**src/rtl/riscv_ctrl_pkg.sv**
```systemverilog
// riscv_ctrl_pkg
// Purpose: shared encodings for the riscv_ctrl_seq instruction sequencer.
//   - opcode and funct3 constants for the two supported instructions
//   - the two-state sequencer state type
package riscv_ctrl_pkg;

   localparam logic [6:0] OP_IMM    = 7'b0010011;
   localparam logic [6:0] OP_BRANCH = 7'b1100011;

   localparam logic [2:0] F3_ADDI = 3'b000;
   localparam logic [2:0] F3_BNE  = 3'b001;

   typedef enum logic {
      FETCH = 1'b0,
      EXEC  = 1'b1
   } state_t;

endpackage

```
**src/rtl/riscv_ctrl_seq_imm_gen.sv**
```systemverilog
// imm_gen
// Purpose: combinational immediate extraction with sign extension.
// Ports:
//   i_irUpper  IR[31:20], the I-type immediate field
//   i_irLower  IR[11:7], carries B-type imm[4:1] and imm[11]
//   o_immI     sign-extended I-immediate
//   o_immB     sign-extended B-immediate (bit 0 always zero)
module imm_gen
   import riscv_ctrl_pkg::*;
#(
   parameter int DATA_WIDTH = 32
) (
   input  logic [11:0]           i_irUpper,
   input  logic [4:0]            i_irLower,
   output logic [DATA_WIDTH-1:0] o_immI,
   output logic [DATA_WIDTH-1:0] o_immB
);

   // I-immediate is the top twelve instruction bits, sign-extended.
   assign o_immI = {{(DATA_WIDTH-12){i_irUpper[11]}}, i_irUpper};

   // B-immediate is scattered: {IR[31], IR[7], IR[30:25], IR[11:8], 0}.
   assign o_immB = {{(DATA_WIDTH-13){i_irUpper[11]}},
                    i_irUpper[11], i_irLower[0], i_irUpper[10:5],
                    i_irLower[4:1], 1'b0};

endmodule

```
**src/rtl/riscv_ctrl_seq.sv**
```systemverilog
// riscv_ctrl_seq
// Purpose: two-state instruction sequencer/controller for a register-file/ALU
// datapath. Fetches over a req/valid handshake, decodes addi and bne, drives
// register addresses, write enable and operand select, and resolves bne from
// the datapath EQ flag.
// Ports:
//   clk, rst_n            clock, asynchronous active-low reset
//   instr_req/instr_addr  fetch request and address (current PC)
//   instr_valid/instr     fetch response
//   EQ                    datapath equality flag, sampled in EXEC
//   AD1/AD2/AD3           rs1/rs2/rd register addresses
//   WE3, ALUsrc, Immop    write enable, operand select, I-immediate
//   illegal               one-cycle pulse on unsupported/misaligned branch
//   retire_cnt            instructions completed
module riscv_ctrl_seq
   import riscv_ctrl_pkg::*;
#(
   parameter int                    DATA_WIDTH = 32,
   parameter int                    ADD_WIDTH  = 5,
   parameter logic [DATA_WIDTH-1:0] RESET_PC   = '0
) (
   input  logic                  clk,
   input  logic                  rst_n,
   output logic                  instr_req,
   output logic [DATA_WIDTH-1:0] instr_addr,
   input  logic                  instr_valid,
   input  logic [DATA_WIDTH-1:0] instr,
   input  logic                  EQ,
   output logic [ADD_WIDTH-1:0]  AD1,
   output logic [ADD_WIDTH-1:0]  AD2,
   output logic [ADD_WIDTH-1:0]  AD3,
   output logic                  WE3,
   output logic                  ALUsrc,
   output logic [DATA_WIDTH-1:0] Immop,
   output logic                  illegal,
   output logic [DATA_WIDTH-1:0] retire_cnt
);

   localparam logic [DATA_WIDTH-1:0] PC_STEP = DATA_WIDTH'(4);
   localparam logic [DATA_WIDTH-1:0] CNT_ONE = DATA_WIDTH'(1);

   state_t                r_state;
   state_t                w_stateNext;
   logic [DATA_WIDTH-1:0] r_pc;
   logic [DATA_WIDTH-1:0] w_pcNext;
   logic [DATA_WIDTH-1:0] r_ir;
   logic [DATA_WIDTH-1:0] r_retireCnt;

   logic                  w_isAddi;
   logic                  w_isBne;
   logic [DATA_WIDTH-1:0] w_immI;
   logic [DATA_WIDTH-1:0] w_immB;
   logic [DATA_WIDTH-1:0] w_pcPlus4;
   logic [DATA_WIDTH-1:0] w_brTarget;

   // Field decode runs from IR in every state; only WE3 and illegal are
   // gated by EXEC, so the datapath sees stable addresses throughout.
   assign w_isAddi = (r_ir[6:0] == OP_IMM)    && (r_ir[14:12] == F3_ADDI);
   assign w_isBne  = (r_ir[6:0] == OP_BRANCH) && (r_ir[14:12] == F3_BNE);

   assign AD1    = r_ir[19:15];
   assign AD2    = r_ir[24:20];
   assign AD3    = r_ir[11:7];
   assign ALUsrc = w_isAddi;
   assign Immop  = w_immI;

   imm_gen #(
      .DATA_WIDTH (DATA_WIDTH)
   ) u_immGen (
      .i_irUpper (r_ir[31:20]),
      .i_irLower (r_ir[11:7]),
      .o_immI    (w_immI),
      .o_immB    (w_immB)
   );

   // PC arithmetic wraps naturally at the register width.
   assign w_pcPlus4  = r_pc + PC_STEP;
   assign w_brTarget = r_pc + w_immB;

   assign instr_addr = r_pc;
   assign retire_cnt = r_retireCnt;

   // State register. Reset forces FETCH asynchronously, which also drops
   // WE3 at once so a reset during EXEC cannot leave a partial write.
   always_ff @(posedge clk or negedge rst_n) begin
      if (!rst_n) begin
         r_state <= FETCH;
      end else begin
         r_state <= w_stateNext;
      end
   end

   // Next-state, next-PC and control outputs. A taken bne whose target is
   // only 2-aligned is treated as illegal and falls through to PC+4.
   always_comb begin
      w_stateNext = r_state;
      w_pcNext    = r_pc;
      instr_req   = 1'b0;
      WE3         = 1'b0;
      illegal     = 1'b0;
      case (r_state)
         FETCH: begin
            instr_req = 1'b1;
            if (instr_valid) begin
               w_stateNext = EXEC;
            end
         end
         EXEC: begin
            w_stateNext = FETCH;
            w_pcNext    = w_pcPlus4;
            WE3         = w_isAddi;
            if (w_isBne && !EQ) begin
               if (w_brTarget[1]) begin
                  illegal = 1'b1;
               end else begin
                  w_pcNext = w_brTarget;
               end
            end
            if (!w_isAddi && !w_isBne) begin
               illegal = 1'b1;
            end
         end
         default: begin
            w_stateNext = FETCH;
         end
      endcase
   end

   // PC, instruction register and retire counter. IR loads only on an
   // accepted fetch; every EXEC cycle retires, illegal ones included.
   always_ff @(posedge clk or negedge rst_n) begin
      if (!rst_n) begin
         r_pc        <= RESET_PC;
         r_ir        <= '0;
         r_retireCnt <= '0;
      end else begin
         r_pc <= w_pcNext;
         if (r_state == FETCH && instr_valid) begin
            r_ir <= instr;
         end
         if (r_state == EXEC) begin
            r_retireCnt <= r_retireCnt + CNT_ONE;
         end
      end
   end

endmodule

```
**config.mk**
```make
export PLATFORM = sky130hd
export DESIGN_NAME = riscv_ctrl_seq
export DESIGN_NICKNAME = d
export VERILOG_FILES = /design/src/rtl/riscv_ctrl_pkg.sv /design/src/rtl/riscv_ctrl_seq_imm_gen.sv /design/src/rtl/riscv_ctrl_seq.sv
export SDC_FILE = /design/constraint.sdc
export NUM_CORES = 1
export LEC_CHECK = 0
export BUFFER_PORTS_ARGS = -buffer_cell sky130_fd_sc_hd__buf_2
export CAP_MARGIN = 5
export CORE_ASPECT_RATIO = 2
export CORE_MARGIN = 4
export CORE_UTILIZATION = 59
export CTS_CLUSTER_DIAMETER = 80
export DETAILED_ROUTE_END_ITERATION = 16
export PLACE_DENSITY = 0.94
export REMOVE_ABC_BUFFERS = 1
export SETUP_SLACK_MARGIN = 0.05
export SYNTH_ARGS = -nofsm -noshare
export SYNTH_HDL_FRONTEND = slang
export SYNTH_SLANG_ARGS = --single-unit
```
**constraint.sdc**
```tcl
create_clock -name clk -period 8 [get_ports clk]
set_clock_uncertainty 0.15 [all_clocks]
set_input_delay 0.8 -clock clk [delete_from_list [all_inputs] [get_ports clk]]
set_output_delay 0.8 -clock clk [all_outputs]
set_load 0.005 [all_outputs]
```
Word-level counts from Yosys, hierarchy flattened
Cells that the tools add are included.
Storage, ports and cells
  flip-flop bits (word level): 97
  input port bits: 36
  output and inout port bits: 115
  word-level logic and storage cells: 30
Cells by class
  add/sub/neg operators: 3
  eq/ne operators: 3
  muxes and demuxes: 10
  bitwise logic cells: 1
  reductions and logical operators: 9
Operators by type and width (number)
  2-to-1 mux 32 bit: 2
  adder 32 x 1 -> 32 bit, second input constant: 1
  adder 32 x 3 -> 32 bit, second input constant: 1
  adder 32 bit: 1
  equality test 7 x 5 -> 1 bit, second input constant: 1
  equality test 7 bit, second input constant: 1
  2-to-1 mux 1 bit: 7
  logical AND 1 bit: 5
  equality test 3 x 1 -> 1 bit, second input constant: 1
  logical NOT 1 bit: 3
  logical NOT 3 bit: 1
  case mux 1 bit (2 select lines): 1
  NOT 1 bit: 1

Longest topological paths before layout
Gate-level depths: netlist (run 1).
  word-level depth: 6
  depth in mapped cells: 11
  gate-level depth less buffers: 11

By module
A second synthesis (run 1) with hierarchy kept.
Unflattened totals
  cell total of the unflattened synthesis: 735
  area total of the unflattened synthesis: 6648.9 um^2
Modules (own cells, without submodules)
  riscv_ctrl_seq: instances 1, cells an instance 670, area each 6164.7 um^2, seq. area each 2402.3 um^2
  imm_gen: instances 1, cells an instance 65, area each 484.2 um^2, seq. area each 0.0 um^2

Worst setup path after synthesis (run 1)
OpenSTA, ideal clock, no wires.
  path kind: register -> register
  start point: register r_ir[31]
  end point: register r_pc[30] (netlist: instr_addr[30])
  setup time: 87 ps
  arrival: 3024 ps
  required time: 7763 ps
  setup slack: 4740 ps
  cell stages (with the launch flop): 11
  path buffers: 0
  clock period less this slack: 3260 ps
  path through: dfrtp_1 > ha_1 > a21o_1 > a21oi_1 > o211ai_1 > o31ai_2 > o21ai_2 > a221oi_4 > o21ai_2 > xnor2_1 > a211oi_2
Between the ends
  cells in the longest elaborated chain, start to end: 3
Ends and longest elaborated chain
  start: declaration: line riscv_ctrl_seq.sv:46  | logic [DATA_WIDTH-1:0] r_ir;
  start signal: assignment: line riscv_ctrl_seq.sv:139  | r_ir <= instr;
  adder 32 bit: line riscv_ctrl_seq.sv:78  | assign w_brTarget = r_pc + w_immB;
  2-to-1 mux 32 bit: line riscv_ctrl_seq.sv:113  | if (w_brTarget[1]) begin
  2-to-1 mux 32 bit: line riscv_ctrl_seq.sv:112  | if (w_isBne && !EQ) begin
  end signal: assignment: line riscv_ctrl_seq.sv:137  | r_pc <= w_pcNext;
  end: declaration: line riscv_ctrl_seq.sv:44  | logic [DATA_WIDTH-1:0] r_pc;
No other way between the ends.
A chain may end at the register's enable or synchronous reset.

Worst setup path after layout (run 1)
Ends and elaborated chain as after synthesis.

==> reports/qor.txt, run 1 <==
result of the run = completed
DP Area = 6870 µm²
Hold Path Class = primary input to async pin
remaining antenna violation count = 0
area growth from synthesis to final layout = 13.5%
final standard cell count with taps included and fillers excluded = 922
clock period minus final worst setup slack = 3.19 ns
Synth cell types = 71
Post-Place Cells = 906
total standard cell area after synthesis = 6330 µm²
final net count = 848
horizontal die dimension = 81.2 µm
FF-to-FF End = instr_addr[30]
Syn Inst Count = 682
async set-or-reset flop fraction in the synthesized netlist = 100%
global-route wire length before repair = 26,600 µm
weighted congestion reported at the end of routability-driven placement = 0.973
number of inserted diodes = 0
setup violation total in the final timing report = 0
clock net sink count = 95
most frequent cells in the layout = 147 x sky130_fd_sc_hd__buf_2, 95 x sky130_fd_sc_hd__dfrtp_1, 63 x sky130_fd_sc_hd__a21oi_1
Worst Max-Slew Pin Slew = 0.777 ns
end-of-flow core utilization = 68.6%
first-pass iteration count of the detailed router = 7
final design instance area without fill = 7180 µm²
worst hold slack = 0.249 ns
setup repair after global routing missed its margin = no
root buf cell = sky130_fd_sc_hd__clkbuf_16
TritonCTS Buffers = 9
required time of the worst setup path = 8.11 ns
H-tree lvl count = 3
post-cts gate resize count = 0
Worst setup EP type = flip-flop
area share of the leading cell type in the synthesized netlist = 37.6%
TritonCTS clock tree = built
maximum number of pins on one net before global-route repair = 63
Final Slew Violations = 0
Worst EP arrival = 3.31 ns
DR iter-0 viols = 292
maximum vdd drop = 0.000188 V
ratio of total power to cell area = 235 nW/µm²
initial standard-cell utilization of the core = 60.4%
final clock period utilization by the worst path = 39.9%
Die Ht = 154 µm
layout cells sized above 1 = 29.0%
Yosys warning total = 0
CTS Buffer Depth = 2
mean cell area of the mapped netlist = 9.28 µm²
total die area = 12,500 µm²
count of standard-cell rows = 53
average wire per cell in the routed design = 17.5 µm
length in cells of the worst reg-to-reg path = 10
Tot GR Track Use = 27.0%
clock latency reported for the late side of the worst-skew pair = 0.35 ns
flops & latches, synth = 95
final count of hold timing violations = 0
share of synthesized area occupied by flip-flops and latches = 37.6%
clock transition at the registers of the reported paths = 0.07 ns
Port Buffer Count = 148
total via count after detailed routing = 5,565
cells taking the most area after synthesis = sky130_fd_sc_hd__dfrtp_1 38%, sky130_fd_sc_hd__ha_1 6.1%, sky130_fd_sc_hd__buf_4 5.8%, sky130_fd_sc_hd__mux2_2 5.5%, sky130_fd_sc_hd__xnor2_1 5.4%
overall routed net length = 16,200 µm
post-synth top area cell = sky130_fd_sc_hd__dfrtp_1
initial antenna violation count = 0
# hold bufs at CTS = 0
global route total overflow = 0
Primary FF master, synth = sky130_fd_sc_hd__dfrtp_1
peak fanout along the critical path = 40
remaining design rule violation count = 0
cell leakage power = 3.44 nW
most common cell after layout, fill and taps aside = sky130_fd_sc_hd__buf_2
post-CTS setup repair buffer count = 0
reg-to-reg slack, setup = 4.81 ns
number of top-level design ports = 151
crit path launch type = flip-flop
Core Area = 10,500 µm²
Max Cap Violations = 0
total negative slack for setup checks = 0 ns
via count of the first global-routing pass = 5,596
Fill cells = 860
highest clock frequency the design can meet = 313 MHz
r2r startpoint = r_ir[31]
number of enable-type register cells in the synthesized netlist = 0
Detailed Place HPWL = 12,100 µm
headroom to the max-slew limit = 48.0%
category of the critical setup timing path = flip-flop to flip-flop
vias per cell = 6.04
==> registers in the layout (all words and copies together) (netlist names) <==
signal      flops
r_ir           32
retire_cnt     32
instr_addr     30
r_state         1
==> layout make-up <==
| class | count | area [µm²] | area share [%] |
|---|---|---|---|
| Timing Repair Buffer | 156 | 803 | 11.2 |
| Clock inverter | 6 | 90.1 | 1.25 |
| Tap cell | 137 | 171 | 2.39 |
| Sequential cell | 95 | 2380 | 33.1 |
| Inverter | 15 | 56.3 | 0.784 |
| Clock buffer | 10 | 229 | 3.19 |
| Multi-Input combinational cell | 503 | 3460 | 48.1 |
==> layer usage <==
metal / GRT usage [%] / part of all wire (%) / vias up
li1: - / - / 2602
met1: 30.0 / 35 / 2659
met2: 47.5 / 54 / 251
met3: 5.94 / 7.4 / 53
met4: 12.7 / 3.7 / 0
met5: 0 / 0 / -
==> where the power goes <==
| group | switching, mW | internal, mW | total [mW] |
|---|---|---|---|
| combinational | 0.330 | 0.268 | 0.598 |
| sequential | 0.0818 | 0.543 | 0.625 |
| clock | 0.189 | 0.276 | 0.465 |
==> critical path: stages (launching register included) <==
cell and delay, ns:
sky130_fd_sc_hd__dfrtp_1 0.47, sky130_fd_sc_hd__buf_4 0.38, sky130_fd_sc_hd__ha_1 0.38, sky130_fd_sc_hd__a21oi_1 0.24
sky130_fd_sc_hd__nand2b_1 0.12, sky130_fd_sc_hd__o31ai_2 0.39, sky130_fd_sc_hd__o21ai_2 0.14, sky130_fd_sc_hd__a221oi_4 0.37
sky130_fd_sc_hd__o21ai_2 0.12, sky130_fd_sc_hd__xnor2_1 0.15, sky130_fd_sc_hd__a211oi_2 0.21
==> synthesized netlist by cell type (2+ instances only) <==
cell,number
sky130_fd_sc_hd__clkbuf_1,16
sky130_fd_sc_hd__and3_1,15
sky130_fd_sc_hd__a21oi_1,63
sky130_fd_sc_hd__o22ai_1,4
sky130_fd_sc_hd__o211ai_1,3
sky130_fd_sc_hd__xnor2_1,39
sky130_fd_sc_hd__a41oi_1,2
sky130_fd_sc_hd__nor2b_1,3
sky130_fd_sc_hd__o21ai_0,41
sky130_fd_sc_hd__buf_1,3
sky130_fd_sc_hd__a211oi_2,2
sky130_fd_sc_hd__o21ai_2,2
sky130_fd_sc_hd__nand2_2,2
sky130_fd_sc_hd__nand2_1,51
sky130_fd_sc_hd__a21oi_2,3
sky130_fd_sc_hd__inv_1,14
sky130_fd_sc_hd__conb_1,2
sky130_fd_sc_hd__a22oi_1,2
sky130_fd_sc_hd__dfrtp_1,95
sky130_fd_sc_hd__o32ai_1,2
sky130_fd_sc_hd__a21o_1,15
sky130_fd_sc_hd__nand2b_1,8
sky130_fd_sc_hd__a31oi_1,4
sky130_fd_sc_hd__o21a_1,4
sky130_fd_sc_hd__ha_1,31
sky130_fd_sc_hd__a21boi_0,2
sky130_fd_sc_hd__nor2_1,44
sky130_fd_sc_hd__a211oi_1,4
sky130_fd_sc_hd__mux2i_1,2
sky130_fd_sc_hd__a41o_1,2
sky130_fd_sc_hd__xor2_1,16
sky130_fd_sc_hd__o21bai_1,4
sky130_fd_sc_hd__mux2_2,31
sky130_fd_sc_hd__nand4_1,17
sky130_fd_sc_hd__buf_4,49
sky130_fd_sc_hd__o31ai_2,3
sky130_fd_sc_hd__nor4_1,3
sky130_fd_sc_hd__a221oi_1,3
sky130_fd_sc_hd__nand3_1,27
sky130_fd_sc_hd__buf_2,2
sky130_fd_sc_hd__or3_1,2
sky130_fd_sc_hd__and4_1,2
sky130_fd_sc_hd__nor3_1,15
==> how the worst max path moves through the flow <==
stage	to	slack [ns]	from	cells after the start
4_1_cts	instr_addr[30]	4.85	r_ir[31]	10
3_3_place_gp	instr_addr[29]	4.99	instr_addr[2]	11
6_report	instr_addr[30]	4.81	r_ir[31]	10
3_5_place_dp	instr_addr[27]	4.93	r_ir[31]	11
2_1_floorplan	instr_addr[28]	4.38	r_ir[31]	10
5_1_grt	instr_addr[27]	4.57	instr_addr[2]	11
==> cell families after synthesis <==
logic type | synth area share (%)
flip-flops | 37.6
AND/OR/NAND/NOR | 16.8
AO/OA/AOI/OAI | 17.7
adder cells (fa/ha/maj) | 6.45
XOR/XNOR | 7.61
other | 0.119
multiplexers | 5.83
buffers and inverters | 7.99
==> per-stage QoR <==
step	worst slack [ns]	power [mW]
after floorplan	4.38	1.02
after global placement	4.99	1.21
after detailed placement	4.93	1.22
after CTS	4.85	1.69
after global routing	4.57	1.79
final	4.81	1.69
No activity file was read; power rests on OpenSTA's default activity.
==> run 2, diff against run 1 <==
CORE_UTILIZATION = 49   (was 59)
PLACE_DENSITY = 0.84   (was 0.94)
clock period = 2.7 ns   (was 8 ns; I/O delays follow)
==> run 2 against run 1 <==
Net effect: sequential share of layout area is 5.4 points lower; flip-flop and latch count stayed put; register-to-register slack got worse by 5.0 ns; routed wire length rose by 27%; the flow now finishes with violations (setup timing); count of clock-buffer cells in the layout did not move; critical path type unchanged; non-clock buffer count is 128 higher; setup slack lost 5.0 ns; critical endpoint is now instr_addr[28]; total power grew to 3.6 times the previous value; maximum frequency grew 12%; combinational power rose to 4.8 times the previous value.
==> reports/qor.txt, run 2 (same netlist as run 1, synthesis figures left out) <==
result of the run = complete, but fails checks (was completed)
violated checks = setup timing
slack of the critical path = -0.163 ns (was 4.81 ns)
power consumption = 6.01 mW (was 1.69 mW)
ratio of total power to cell area = 700 nW/µm² (was 235 nW/µm²)
Tot GR Track Use = 26.8% (was 27.0%)
worst path bufs/invs = 0 (was 1)
final clock period utilization by the worst path = 106% (was 39.9%)
maximum number of pins on one net before global-route repair = 48 (was 63)
highest clock frequency the design can meet = 349 MHz (was 313 MHz)
clock transition at the registers of the reported paths = 0.08 ns (was 0.07 ns)
clock latency reported for the late side of the worst-skew pair = 0.34 ns (was 0.35 ns)
total negative slack for setup checks = -0.966 ns (was 0 ns)
most common cell after layout, fill and taps aside = sky130_fd_sc_hd__buf_2 (unchanged)
peak fanout along the critical path = 6 (was 40)
via count of the first global-routing pass = 6,458 (was 5,596)
total via count after detailed routing = 6,284 (was 5,565)
number of top-level design ports = 151 (unchanged)
vias per cell = 5.91 (was 6.04)
horizontal die dimension = 88.4 µm (was 81.2 µm)
count of standard-cell rows = 58 (was 53)
overall routed net length = 20,500 µm (was 16,200 µm)
crit path launch type = flip-flop (unchanged)
global route total overflow = 0 (unchanged)
remaining design rule violation count = 0 (unchanged)
maximum vdd drop = 0.000652 V (was 0.000188 V)
setup repair after global routing missed its margin = yes (was no)
Worst setup EP type = flip-flop (unchanged)
most frequent cells in the layout = 147 x sky130_fd_sc_hd__buf_2, 120 x sky130_fd_sc_hd__buf_4, 94 x sky130_fd_sc_hd__dfrtp_1 (was 147 x sky130_fd_sc_hd__buf_2, 95 x sky130_fd_sc_hd__dfrtp_1, 63 x sky130_fd_sc_hd__a21oi_1)
total die area = 14,900 µm² (was 12,500 µm²)
Final Slew Violations = 0 (unchanged)
global-route wire length before repair = 31,300 µm (was 26,600 µm)
final count of hold timing violations = 0 (unchanged)
Post-Place Cells = 1,023 (was 906)
number of inserted diodes = 0 (unchanged)
headroom to the max-slew limit = 57.3% (was 48.0%)
crit-path max cell delay = 0.48 ns (was 0.47 ns)
Detailed Place HPWL = 14,700 µm (was 12,100 µm)
H-tree lvl count = 3 (unchanged)
Worst Max-Slew Pin Slew = 0.641 ns (was 0.777 ns)
worst setup timing slack at the placement stage = -0.203 ns (was 4.93 ns)
TritonCTS Buffers = 9 (unchanged)
highest-delay cell along the critical path = sky130_fd_sc_hd__dfrtp_2 (was sky130_fd_sc_hd__dfrtp_1)
Seq. cell area = 2380 µm² (about the same)
remaining antenna violation count = 0 (unchanged)
family with the most delay on the worst path = compound AO/OA/AOI/OAI gates (unchanged)
CTS Buffer Depth = 2 (unchanged)
clock net sink count = 95 (unchanged)
Core Area = 12,600 µm² (was 10,500 µm²)
Hold Path Class = primary input to flip-flop (was primary input to async pin)
first-pass iteration count of the detailed router = 5 (was 7)
TritonCTS clock tree = built (unchanged)
area taken by multi-input logic gates = 3810 µm² (was 3460 µm²)
initial standard-cell utilization of the core = 50.1% (was 60.4%)
area growth from synthesis to final layout = 35.7% (was 13.5%)
final net count = 976 (was 848)
root buf cell = sky130_fd_sc_hd__clkbuf_16 (unchanged)
cell leakage power = 4.13 nW (was 3.44 nW)
category of the critical setup timing path = flip-flop to flip-flop (unchanged)
Max Cap Violations = 0 (unchanged)
Die Ht = 169 µm (was 154 µm)
clock period minus final worst setup slack = 2.86 ns (was 3.19 ns)
average wire per cell in the routed design = 19.3 µm (was 17.5 µm)
final standard cell count with taps included and fillers excluded = 1,063 (was 922)
initial antenna violation count = 0 (unchanged)
Fill cells = 973 (was 860)
critical path cell sequence = ha_1 -> a21o_1 -> nand2_1 -> o211ai_1 -> o31ai_4 -> o21ai_2 -> a221oi_4 -> mux2i_1 -> o21ai_1 -> a21oi_1 (was buf_4 -> ha_1 -> a21oi_1 -> nand2b_1 -> o31ai_2 -> o21ai_2 -> a221oi_4 -> o21ai_2 -> xnor2_1 -> a211oi_2)
setup violation total in the final timing report = 9 (was 0)
required time of the worst setup path = 2.82 ns (was 8.11 ns)
Port Buffer Count = 148 (unchanged)
layout cells sized above 1 = 43.2% (was 29.0%)
Worst EP arrival = 2.99 ns (was 3.31 ns)
DR iter-0 viols = 371 (was 292)
weighted congestion reported at the end of routability-driven placement = 0.957 (was 0.973)
-- run 2: per-stage QoR --
step / hold slack (ns) / cell area, µm² / util (%)
6_report: 0.00390 / 8590 / 68.0
2_1_floorplan: -0.176 / 5880 / -
3_3_place_gp: 0.175 / 7700 / 61.0
3_5_place_dp: 0.188 / 7700 / 61.0
4_1_cts: 0.000504 / 8260 / 65.4
5_1_grt: 0.00456 / 8590 / 68.0
-- run 2: final timing paths --
kind | slack (ns) | endpoint | cells past startpoint | from
max in group asynchronous | 1.37 | r_ir[31] | 3 | rst_n
max | -0.16 | instr_addr[28] | 10 | r_ir[31]
min | 0.004 | r_ir[12] | 2 | instr[12]
max reg2reg | -0.16 | instr_addr[28] | 10 | r_ir[31]
min in group asynchronous | 0.34 | r_ir[6] | 2 | rst_n
min reg2reg | 0.34 | retire_cnt[31] | 1 | retire_cnt[31]
-- run 2: cell type report --
class                   instances  area share, %
well taps                     150           2.19
repair buffers                284           21.6
multi-input cells             503           44.4
clock inverters                 6          0.729
clock buffers                  10           2.78
inverters                      15          0.656
flip-flops and latches         95           27.7
-- run 2: routing by layer --
| layer | vias up | track usage (%) | part of all wire (%) |
|---|---|---|---|
| li1 | 2861 | - | - |
| met1 | 3030 | 26.9 | 33 |
| met2 | 291 | 48.2 | 55 |
| met3 | 102 | 4.48 | 5.4 |
| met4 | 0 | 18.6 | 7.0 |
| met5 | - | 0 | 0 |
-- run 2: repair_timing --
| item | 4_1_cts | 5_1_grt |
|---|---|---|
| setup endpoints to repair | 12 | 18 |
| endpoints found under the hold margin | 49 | 1 |
| pin swaps | 16 | 37 |
| hold buffers | 6 | 1 |
| buffers inserted | 7 | 10 |
| gates cloned | 0 | 0 |
| gates resized for setup | 23 | 40 |
-- run 2: power by group --
group / switching, mW / internal [mW] / total, mW / leakage, nW
Clock: 0.622 / 0.676 / 1.30 / 0.148
Sequential: 0.201 / 1.61 / 1.81 / 1.20
Combinational: 1.44 / 1.46 / 2.90 / 2.79
